`config.mk`:
```
export PLATFORM = sky130hd
export DESIGN_NAME = branch_history_table
export DESIGN_NICKNAME = d
export VERILOG_FILES = /design/src/rtl/bp_pkg.sv /design/src/rtl/bp_sat_cnt.sv /design/src/rtl/branch_history_table.sv
export SDC_FILE = /design/constraint.sdc
export NUM_CORES = 1
export LEC_CHECK = 0
export CORE_MARGIN = 8
export CORE_UTILIZATION = 53
export CTS_BUF_LIST = sky130_fd_sc_hd__clkbuf_2
export CTS_CLUSTER_DIAMETER = 150
export CTS_CLUSTER_SIZE = 16
export DETAILED_ROUTE_END_ITERATION = 10
export PLACE_DENSITY_LB_ADDON = 0.15
export REMOVE_ABC_BUFFERS = 1
export SLEW_MARGIN = 20
export SYNTH_ARGS = -nofsm -noshare
export SYNTH_HDL_FRONTEND = slang
export SYNTH_SLANG_ARGS = --single-unit
```
`constraint.sdc`:
```
create_clock -name clk -period 4.8 [get_ports clk]
set_input_delay 0.96 -clock clk [delete_from_list [all_inputs] [get_ports clk]]
set_output_delay 0.96 -clock clk [all_outputs]
set_load 0.02 [all_outputs]
```
`src/rtl/bp_pkg.sv`:
```
// Shared helpers for the branch direction predictor: counter encoding,
// saturating counter next-state and table index hashing.
package bp_pkg;

  // Encoding of a 2-bit direction counter
  localparam int SNT = 0;  // strongly not-taken
  localparam int WNT = 1;  // weakly not-taken
  localparam int WT  = 2;  // weakly taken
  localparam int ST  = 3;  // strongly taken

  // Saturating up/down step of a cnt_w-bit counter (cnt_w <= 32)
  function automatic logic [31:0] bp_sat_next(input logic [31:0] cnt,
                                               input logic        taken,
                                               input int          cnt_w);
    logic [31:0] max_v;
    max_v = (cnt_w >= 32) ? '1 : ((32'd1 << cnt_w) - 32'd1);
    if (taken)
      return (cnt >= max_v) ? max_v : cnt + 32'd1;
    else
      return (cnt == 32'd0) ? 32'd0 : cnt - 32'd1;
  endfunction

  // PC index field XOR zero-extended history; PC bits above the field alias
  function automatic logic [31:0] bp_index(input logic [63:0] pc,
                                           input logic [31:0] hist,
                                           input int          pc_lsb,
                                           input int          idx_w);
    logic [63:0] sh;
    logic [31:0] mask;
    sh   = pc >> pc_lsb;
    mask = (32'd1 << idx_w) - 32'd1;
    return (sh[31:0] ^ hist) & mask;
  endfunction

endpackage

```
`src/rtl/bp_sat_cnt.sv`:
```
// One saturating direction counter with write enable, reset to INIT_CNT.
module bp_sat_cnt
  import bp_pkg::*;
#(
  parameter int CNT_W    = 2,
  parameter int INIT_CNT = 1
) (
  input  logic             clk,
  input  logic             rst_n,
  input  logic             en,
  input  logic             taken,
  output logic [CNT_W-1:0] cnt
);

  // Step the counter toward the resolved direction when this entry is written
  always_ff @(posedge clk or negedge rst_n) begin
    if (!rst_n)
      cnt <= CNT_W'(INIT_CNT);
    else if (en)
      cnt <= CNT_W'(bp_sat_next(32'(cnt), taken, CNT_W));
  end

endmodule

```
`src/rtl/branch_history_table.sv`:
```
// Branch direction predictor: table of saturating counters indexed by PC,
// optionally hashed with a non-speculative global history (gshare).
// Lookup is combinational; training happens when a branch resolves.
module branch_history_table
  import bp_pkg::*;
#(
  parameter int PC_W     = 32,
  parameter int ENTRIES  = 16,
  parameter int PC_LSB   = 2,
  parameter int CNT_W    = 2,
  parameter int INIT_CNT = 1,
  parameter int GHR_W    = 0,
  localparam int HIST_W  = (GHR_W > 0) ? GHR_W : 1
) (
  input  logic              clk,
  input  logic              rst_n,
  input  logic              lookup_valid,
  input  logic [PC_W-1:0]   lookup_pc,
  output logic              pred_taken,
  output logic [HIST_W-1:0] pred_hist,
  input  logic              update_valid,
  input  logic [PC_W-1:0]   update_pc,
  input  logic [HIST_W-1:0] update_hist,
  input  logic              update_taken,
  input  logic              update_pred,
  output logic              mispredict,
  output logic [31:0]       perf_branches,
  output logic [31:0]       perf_mispred
);

  localparam int IDX_W = $clog2(ENTRIES);

  logic [HIST_W-1:0] ghr;
  logic [HIST_W-1:0] upd_hist;
  logic              hist_en;
  logic [IDX_W-1:0]  lkp_idx;
  logic [IDX_W-1:0]  upd_idx;
  logic [CNT_W-1:0]  cnt_q [ENTRIES];

  // With no history bits the carried history is ignored entirely
  assign hist_en  = (GHR_W > 0);
  assign upd_hist = update_hist & {HIST_W{hist_en}};

  // Lookup hashes with the live GHR; training uses the snapshot carried with the branch
  assign lkp_idx = IDX_W'(bp_index(64'(lookup_pc), 32'(ghr), PC_LSB, IDX_W));
  assign upd_idx = IDX_W'(bp_index(64'(update_pc), 32'(upd_hist), PC_LSB, IDX_W));

  for (genvar i = 0; i < ENTRIES; i++) begin : g_cnt
    bp_sat_cnt #(
      .CNT_W    (CNT_W),
      .INIT_CNT (INIT_CNT)
    ) u_cnt (
      .clk   (clk),
      .rst_n (rst_n),
      .en    (update_valid && (upd_idx == IDX_W'(i))),
      .taken (update_taken),
      .cnt   (cnt_q[i])
    );
  end

  // Read mux returns the pre-update counter; outputs forced low while in reset
  assign pred_taken = rst_n & lookup_valid & cnt_q[lkp_idx][CNT_W-1];
  assign pred_hist  = ghr;
  assign mispredict = rst_n & update_valid & (update_pred ^ update_taken);

  if (GHR_W == 0) begin : g_no_ghr
    assign ghr = '0;
  end else if (GHR_W == 1) begin : g_ghr1
    // Single-bit history remembers only the last resolved outcome
    always_ff @(posedge clk or negedge rst_n) begin
      if (!rst_n)
        ghr <= '0;
      else if (update_valid)
        ghr <= update_taken;
    end
  end else begin : g_ghr
    // Shift resolved outcomes into the history, newest in the LSB
    always_ff @(posedge clk or negedge rst_n) begin
      if (!rst_n)
        ghr <= '0;
      else if (update_valid)
        ghr <= {ghr[HIST_W-2:0], update_taken};
    end
  end

  // Performance counters for resolved branches and mispredictions, wrap at 2^32
  always_ff @(posedge clk or negedge rst_n) begin
    if (!rst_n) begin
      perf_branches <= '0;
      perf_mispred  <= '0;
    end else begin
      if (update_valid)
        perf_branches <= perf_branches + 32'd1;
      if (mispredict)
        perf_mispred <= perf_mispred + 32'd1;
    end
  end

endmodule
```
# Word-level counts from Yosys, hierarchy flattened
# Index checks and enable logic that the tools add are counted.
[word_totals] ff_bits=96 out_inout_bits=67
[op_classes] n_addsub=34 magnitude_cmp=17 n_eq_ne=15 n_mux=51 bitwise_logic=6 n_reduce_logical=33
[ops] cell="$mux 2" count=50
[ops] cell="$add 32x1->32 const B" count=2
[ops] cell="$add 2x1->2 const B" count=16
[ops] cell="$eq 4x4->1 const B" count=8
[ops] cell="$ge 2x2->1 const B" count=16
[ops] cell="$logic_not 2->1" count=16
[ops] cell="$sub 2x1->2 const B" count=16
[ops] cell="$eq 4x3->1 const B" count=4
[ops] cell="$logic_and 1x1->1" count=16
[ops] cell="$bmux 2 s4" count=1
[ops] cell="$eq 4x2->1 const B" count=2
[ops] cell="$ge 5x5->1 const B" count=1
[ops] cell="$not 4->5" count=1
[ops] cell="$and 1x1->1" count=4
[ops] cell="$eq 4x1->1 const B" count=1
[ops] cell="$logic_not 4->1" count=1
[ops] cell="$xor 1x1->1" count=1

# Longest topological paths before layout
# Gate-level depths: netlist of run 1.
[depth] depth_word=5 mapped_depth=6 mapped_depth_nobuf=5

# Modules after synthesis
# Synthesis of run 1 repeated with hierarchy kept, for this count alone.
[unflattened] hier_cells=466 area_unflattened_um2=5052.3
[by_module_without_submodules] module="branch_history_table" n_inst=1 cells_per_inst=290 area_each_um2=3230.6
[by_module_without_submodules] module="bp_sat_cnt" n_inst=16 cells_per_inst=11 area_each_um2=113.9

# Worst setup path before layout of run 1
# Ideal clock, no wire load.
[synth_timing] kind="input port to output port" from="input port lookup_pc[2]" to="output port pred_taken" t_arrival_ps=2128 path_slack_ps=1712 path_stages=3 n_path_buf=0 path_cell_list="mux4_2 -> mux4_2 -> and3_1"
[synth_between] elab_chain_len=5
[synth_rtl] element="start: declaration" line_no="branch_history_table.sv:18" rtl="input logic [PC_W-1:0] lookup_pc,"
[synth_rtl] element="$not 4->5 (implied by the code)" line_no="branch_history_table.sv:62" rtl="assign pred_taken = rst_n & lookup_valid & cnt_q[lkp_idx][CNT_W-1];"
[synth_rtl] element="$bmux 2 s4" line_no="branch_history_table.sv:62"
[synth_rtl] element="$mux 2 (implied by the code) (2 in series)" line_no="branch_history_table.sv:62"
[synth_rtl] element="$and 1x1->1" line_no="branch_history_table.sv:62"
[synth_rtl] element="end: declaration" line_no="branch_history_table.sv:19" rtl="output logic pred_taken,"
# No other way between the ends. The select of a mux whose other input is x is not followed.

# Final worst setup path of run 1
# Ends and elaborated chain as after synthesis.

==> results.yml, run 1 <==
synth:
  async_flop_share_pct: 100.0
  ys_ff_latch: 96
  synthesis.area_um2: 4751
  synth_largest_area_cell: "dfrtp_1"
  ys.flop_type: "dfrtp_1"
  yosysMostFrequentCell: "dfrtp_1"
  yosysUniqueCellTypes: 43
  synth_commonest_cells: "dfrtp_1, nand2_1, xnor2_1"
  yosys.area.top_type_share_pct: 42.14
  synth_edf_count: 0
  yosys_warnings: 0
  syn-instance-count: 464
  yosysSeqAreaShare_pct: 50.99
  syn_avg_cell_area_um2: 10.24
  synth_area_leaders: "dfrtp_1, dfstp_2, xnor2_1, xor2_1, nor3_1"
setup_path:
  r2r-start: "perf_mispred[3]"
  ff2ff_path_depth: 4
  worst_ep_arrival_time_ns: 3.36
  r2r_slack_ns: 2.95
  critPathLaunchType: "primary input"
  cp_max_fo: 4
  reg2reg_to: "perf_mispred[22]"
  cp-end-kind: "output port"
  crit_type: "primary input to output port"
  required_ns: 3.84
clocking:
  clock-sinks: 96
  cts_max_level: 3
  clkTransAtPathRegs_ns: 0.26
  clock_path_buffers: 2
  hold_buffers: 0
  clockRootBuffer: "clkbuf_2"
  tritoncts: "yes"
  post_cts_buffers: 0
  cts_buffers: 9
  clk_latency_ns: 0.57
  post_cts_resized: 0
pwr:
  p_leak_nw: 2.372
  ir_drop_v: 0.0001306
  total_power_mw: 1.743
  p_per_area_nw_per_um2: 303.8
drt:
  drc_errors: 0
  viasPerCell: 5.844
  drt-total-wl_um: 10840
  drtPass1Iterations: 5
  wl_per_cell_um: 16.59
  drt_iter0_drc: 180
  antenna_left: 0
  vias: 3816
placement:
  gp_congestion: 0.8105
  dp_hpwl_um: 7823
  place_area_um2: 5624
  numPortBuffers: 79
global_routing:
  grt_pass1_vias: 3862
  grt_antenna_before_repair: 0
  grt_pass1_wl_um: 18910
  grt_overflow_total: 0
  grt_max_degree: 68
  track_usage_pct: 18.20
final_layout:
  post-route-util_pct: 65.80
  fin_area_um2: 5738
  multiInputGateArea_um2: 2188
  nets: 614
  nFillCells: 739
  synthToLayoutAreaGrowth_pct: 20.78
  layout-drive-gt1-share_pct: 9.725
  regArea_um2: 2422
  num_antenna_cells: 0
timing:
  relSlewSlack_pct: 38.14
  clock_skew_ns: 0.03741
  clock.fmax_mhz: 231.3
  tightest_slew_ns: 0.9269
  hold_viol_final: 0
  setup_viol: 0
  setup_tns_ns: 0
  rsz0062_at_grt: "false"
  final.min_clock_period_ns: 4.323
  min_period_over_period_pct: 90.06
  slew_viol_final: 0
floorplan:
  core_um2: 8721
  fp-row-count: 34
  start_util_pct: 54.48
  die_area_um2: 12250
  ios: 138
  die_w_um: 110.7
  fp.dieH_um: 110.7
min_path:
  hold_class: "primary input to asynchronous set/reset pin"
run:
  max-cap-violations: 0
run_status:
  status: "complete, no violations"
==> worst max-delay path, stage by stage <==
cell and delay (ns):
clkdlybuf4s50_1 0.64, mux4_2 0.58, mux4_2 0.46, and3_1 0.19
clkdlybuf4s50_1 0.53
==> logic make-up after synthesis <==
family,after synthesis,synth area share (%)
AND/OR/NAND/NOR,176,20.41
flip-flops,96,50.99
AO/OA/AOI/OAI,84,10.40
XOR/XNOR,64,11.80
buffers and inverters,34,2.950
multiplexers,7,2.844
adder cells (fa/ha/maj),2,0.5266
other,1,0.07893
==> power breakdown <==
group | switching (mW) | leakage (nW) | total (mW) | internal [mW]
sequential | 0.0958 | 1.17 | 0.989 | 0.893
combinational | 0.181 | 1.13 | 0.349 | 0.168
clock | 0.282 | 0.0740 | 0.405 | 0.123
==> cell usage in the layout (no fill, tap or decap), types with 11 or more instances in the layout <==
cell and instances:
clkdlybuf4s50_1 78, dfrtp_1 80, xnor2_1 33, o21ai_0 20, inv_1 18, nor2_1 24
xor2_1 31, nand4_1 18, nor3_1 32, nand2_1 34, dfstp_2 16, nand3_1 28
a31oi_1 11, a21oi_1 23
==> sequential cells by signal, indices dropped and copies added, names as in the netlist <==
signal           cells
g_cnt.u_cnt.cnt     32
perf_branches       32
perf_mispred        32
==> routing by layer <==
metal	wire length (um)	global-route usage [%]
met2	5386	29.73
met3	481	3.680
met1	4769	23.05
met5	0	0
met4	199	7.297
==> metrics by stage <==
| stage | setup slack, ns | hold WS (ns) | cells |
|---|---|---|---|
| floorplan | 1.712 | 0.5120 | 448 |
| global placement | 0.4899 | 0.4576 | 638 |
| detailed placement | 0.4668 | 0.4687 | 638 |
| CTS | 0.4637 | 0.2584 | 653 |
| global route | 0.4127 | 0.2602 | 653 |
| finish | 0.4772 | 0.2838 | 653 |
==> worst max-delay path by stage <==
| stage | slack [ns] | start | end | cells after the start |
|---|---|---|---|---|
| final | 0.48 | lookup_pc[2] | pred_taken | 5 |
| after global routing | 0.41 | lookup_pc[2] | pred_taken | 5 |
| after CTS | 0.46 | lookup_pc[2] | pred_taken | 5 |
| after detailed placement | 0.47 | lookup_pc[2] | pred_taken | 5 |
| after global placement | 0.49 | lookup_pc[2] | pred_taken | 5 |
| after floorplan | 1.71 | lookup_pc[2] | pred_taken | 3 |
==> layout make-up <==
type                       instances  share of cell area, %
clock inverter                     6                  1.199
sequential                        96                  42.22
timing repair buffer              82                  14.13
inverter                          18                  1.177
clock buffer                       9                 0.7850
multi-input combinational        334                  38.14
tap                              108                  2.355
No activity file was read; power rests on OpenSTA's default activity.
==> run 2: changes to the inputs <==
--- a/config.mk
+++ b/config.mk
@@ -5,7 +5,7 @@
 export SDC_FILE = /design/constraint.sdc
 export NUM_CORES = 1
 export LEC_CHECK = 0
-export CORE_MARGIN = 8
+export CORE_MARGIN = 2
 export CORE_UTILIZATION = 53
 export CTS_BUF_LIST = sky130_fd_sc_hd__clkbuf_2
 export CTS_CLUSTER_DIAMETER = 150
==> constraint.sdc (replaced) <==
create_clock -name clk -period 4.8 [get_ports clk]
set_input_delay 0.96 -clock clk [delete_from_list [all_inputs] [get_ports clk]]
set_output_delay 0.96 -clock clk [all_outputs]
set_load 0.1 [all_outputs]
==> results.yml, run 2 (synthesis results as in run 1) <==
run:
  max-cap-violations: 0
timing:
  relSlewSlack_pct: 34.22
  final.min_clock_period_ns: 3.991
  min_period_over_period_pct: 83.14
  setup_tns_ns: 0
  setup_viol: 0
  slew_viol_final: 0
  clock_skew_ns: 0.02887
  setup_ws_ns: 0.8091
  tightest_slew_ns: 0.9837
  hold_viol_final: 0
  clock.fmax_mhz: 250.6
  rsz0062_at_grt: "false"
final_layout:
  regArea_um2: 2422
  num_antenna_cells: 0
  layout-drive-gt1-share_pct: 10.05
  post-route-util_pct: 65.84
  synthToLayoutAreaGrowth_pct: 20.86
  nFillCells: 735
  final_common_cell: "dfrtp_1"
  nets: 615
  multiInputGateArea_um2: 2188
  reg_top3: "g_cnt.u_cnt.cnt (32), perf_branches (32), perf_mispred (32)"
  final_cell_mix: "dfrtp_1, clkdlybuf4s50_1, nand2_1"
drt:
  drt-total-wl_um: 10040
  drt_iter0_drc: 200
  drc_errors: 0
  wl_per_cell_um: 15.33
  vias: 3843
  drtPass1Iterations: 4
  antenna_left: 0
  viasPerCell: 5.867
placement:
  gp_congestion: 0.7900
  numPortBuffers: 79
  dp_slack_ns: 0.8042
  dp_hpwl_um: 7233
setup_path:
  crit_type: "primary input to output port"
  required_ns: 3.84
  reg2reg_to: "perf_branches[29]"
  cp_max_fo: 4
  r2r_slack_ns: 2.94
  worst_ep_arrival_time_ns: 3.03
  ff2ff_path_depth: 4
  cp-end-kind: "output port"
  r2r-start: "perf_branches[2]"
  critPathLaunchType: "primary input"
clocking:
  clockRootBuffer: "clkbuf_2"
  hold_buffers: 0
  clock-sinks: 96
  clkTransAtPathRegs_ns: 0.28
  cts_buffers: 9
  cts_max_level: 3
  tritoncts: "yes"
  post_cts_resized: 0
  clk_latency_ns: 0.54
  post_cts_buffers: 0
  clock_path_buffers: 2
pwr:
  total_power_mw: 2.061
  p_leak_nw: 2.370
  ir_drop_v: 0.0002312
  p_per_area_nw_per_um2: 358.9
global_routing:
  grt_pass1_vias: 3618
  track_usage_pct: 21.42
  grt_overflow_total: 0
  grt_antenna_before_repair: 0
  grt_pass1_wl_um: 17220
  grt_max_degree: 60
floorplan:
  fp-row-count: 34
  die_area_um2: 9737
  die_w_um: 98.68
  ios: 138
  start_util_pct: 54.48
  fp.dieH_um: 98.68
  core_um2: 8721
min_path:
  hold_class: "primary input to asynchronous set/reset pin"
run_status:
  status: "complete, no violations"
-- run 2: routing by layer --
| metal | share of wire (%) | up-vias | track usage, % |
|---|---|---|---|
| met5 | 0 | - | 0 |
| met4 | 1.5 | 0 | 6.955 |
| met3 | 4.3 | 14 | 3.475 |
| met2 | 48 | 88 | 34.85 |
| met1 | 46 | 1913 | 29.71 |
| li1 | - | 1828 | - |
-- run 2: how the worst max path moves through the flow --
stage	start	endpoint	depth (start not counted)
after global placement	lookup_pc[2]	pred_taken	5
after global routing	lookup_pc[2]	pred_taken	5
final	lookup_pc[2]	pred_taken	5
after CTS	lookup_pc[2]	pred_taken	5
after detailed placement	lookup_pc[2]	pred_taken	5
after floorplan	update_pred	mispredict	2
-- run 2: worst max-delay path: stages --
cell and delay, ns:
clkdlybuf4s50_1 0.63, mux4_2 0.54, mux4_2 0.48, and3_1 0.19, buf_4 0.23
-- run 2: power breakdown --
group | internal (mW) | switching (mW) | total (mW)
registers | 0.893 | 0.0951 | 0.988
clock network | 0.119 | 0.276 | 0.396
logic | 0.167 | 0.511 | 0.677
-- run 2: stage by stage --
step / instances / area (um^2) / hold WS, ns
final: 655 / 5742 / 0.4628
after global routing: 655 / 5742 / 0.4572
after CTS: 655 / 5742 / 0.4729
after detailed placement: 639 / 5627 / 0.4571
after global placement: 639 / 5627 / 0.4577
after floorplan: 448 / 4678 / 0.5120
-- run 2: layout make-up --
cell class	count	area share, %
inverters	18	1.177
clock buffers	9	0.7845
clock inverters	7	1.220
multi-input cells	334	38.11
repair buffers	83	14.16
flip-flops and latches	96	42.19
well taps	108	2.353
==> run 3: changes to the inputs <==
--- a/config.mk
+++ b/config.mk
@@ -6,7 +6,7 @@
 export NUM_CORES = 1
 export LEC_CHECK = 0
 export CORE_MARGIN = 2
-export CORE_UTILIZATION = 53
+export CORE_UTILIZATION = 45
 export CTS_BUF_LIST = sky130_fd_sc_hd__clkbuf_2
 export CTS_CLUSTER_DIAMETER = 150
 export CTS_CLUSTER_SIZE = 16
==> constraint.sdc (replaced) <==
create_clock -name clk -period 3.45 [get_ports clk]
set_input_delay 0.69 -clock clk [delete_from_list [all_inputs] [get_ports clk]]
set_output_delay 0.69 -clock clk [all_outputs]
set_load 0.1 [all_outputs]
==> results.yml, run 3 (synthesis results as in run 1) <==
final_layout:
  final_common_cell: "dfrtp_1"
  num_antenna_cells: 0
  layout-drive-gt1-share_pct: 19.82
  reg_top3: "g_cnt.u_cnt.cnt (32), perf_branches (32), perf_mispred (32)"
  nets: 618
  nFillCells: 956
  synthToLayoutAreaGrowth_pct: 20.44
  post-route-util_pct: 55.67
  final_cell_mix: "dfrtp_1, buf_4, nand2_1"
clocking:
  cts_buffers: 9
  tritoncts: "yes"
  clock-sinks: 96
  clk_latency_ns: 0.55
  clock_path_buffers: 2
  clkTransAtPathRegs_ns: 0.26
  clockRootBuffer: "clkbuf_2"
  cts_max_level: 3
floorplan:
  ios: 138
  start_util_pct: 46.23
  die_area_um2: 11400
  core_um2: 10280
  fp-row-count: 37
  fp.dieH_um: 106.8
  die_w_um: 106.8
timing:
  clock_skew_ns: 0.02236
  final.min_clock_period_ns: 3.325
  slew_viol_final: 0
  relSlewSlack_pct: 35.38
  min_period_over_period_pct: 96.37
  setup_viol: 0
  clock.fmax_mhz: 300.8
  setup_tns_ns: 0
  rsz0062_at_grt: "false"
  tightest_slew_ns: 0.9662
  hold_viol_final: 0
setup_path:
  cp-end-kind: "output port"
  crit_type: "primary input to output port"
  max_stage_delay_ns: 0.52
  path_common_cell: "mux4_2"
  worst_ep_arrival_time_ns: 2.63
  crit_chain: "clkdlybuf4s50_1 > mux4_2 > mux4_2 > and3_1 > buf_12"
  critPathLaunchType: "primary input"
  cp_max_fo: 2
  required_ns: 2.76
  crit_slowest_cell: "clkdlybuf4s50_1"
global_routing:
  grt_antenna_before_repair: 0
  grt_overflow_total: 0
  grt_max_degree: 67
  track_usage_pct: 19.49
  grt_pass1_wl_um: 17600
  grt_pass1_vias: 3610
run_status:
  status: "complete, no violations"
run:
  max-cap-violations: 0
drt:
  antenna_left: 0
  drt_iter0_drc: 175
  viasPerCell: 5.485
  drt-total-wl_um: 10420
  vias: 3763
  drtPass1Iterations: 4
  wl_per_cell_um: 15.19
  drc_errors: 0
placement:
  gp_congestion: 0.8171
  numPortBuffers: 79
  dp_hpwl_um: 7546
pwr:
  p_leak_nw: 2.504
  ir_drop_v: 0.0002014
  p_per_area_nw_per_um2: 511.5
min_path:
  hold_class: "primary input to asynchronous set/reset pin"
-- run 3: critical path: cells and delay by family --
family	cells	cell delay (ns)
simple gates	1	0.23
buf+inv	2	0.69
mux	2	1.01
-- run 3: area by class of cell --
| cell class | instances | area [um^2] | share of cell area [%] |
|---|---|---|---|
| Sequential cell | 96 | 2422 | 42.34 |
| Clock inverter | 4 | 72.57 | 1.268 |
| Timing Repair Buffer | 86 | 740.7 | 12.95 |
| Clock buffer | 12 | 60.06 | 1.050 |
| Tap cell | 136 | 170.2 | 2.974 |
| Inverter | 18 | 67.56 | 1.181 |
| Multi-Input combinational cell | 334 | 2188 | 38.25 |
-- run 3: what timing repair did --
item / CTS / global route
hold endpoints to repair: 0 / 0
resized for setup: 0 / 1
buffers inserted: 0 / 0
endpoints found under the setup margin: 0 / 1
hold buffers: 0 / 0
-- run 3: worst paths after layout --
kind / cells after the start / end / start / slack (ns)
max: 5 / pred_taken / lookup_pc[3] / 0.13
min: 2 / g_cnt[12].u_cnt.cnt[1] / rst_n / 0.13
max reg2reg: 4 / perf_branches[31] / perf_branches[2] / 1.57
min reg2reg: 1 / perf_branches[31] / perf_branches[31] / 0.48
max in group asynchronous: 2 / g_cnt[9].u_cnt.cnt[1] / rst_n / 2.59
min in group clk: 1 / perf_branches[31] / perf_branches[31] / 0.48
-- run 3: stage by stage --
stage	cell area (um^2)	hold WS, ns	setup WS (ns)	total power, mW	instances
CTS	5719	0.1308	0.01875	2.950	686
floorplan	4678	0.3944	0.5553	2.071	448
finish	5722	0.1264	0.1252	2.926	686
global placement	5587	0.4562	0.01751	2.312	670
detailed placement	5587	0.4645	0.02677	2.331	670
global route	5722	0.1084	0.1109	3.050	686
-- run 3: metal layers --
layer	GRT usage, %	share of wire [%]	vias up
met4	6.122	1.1	0
met2	30.66	48	68
met1	27.39	47	1852
met5	0	0	-
li1	-	-	1836
met3	3.769	3.9	7
-- run 3: power breakdown --
part	internal (mW)	switching, mW
combinational	0.210	0.713
clock	0.247	0.372
sequential	1.24	0.141
total	1.70	1.23
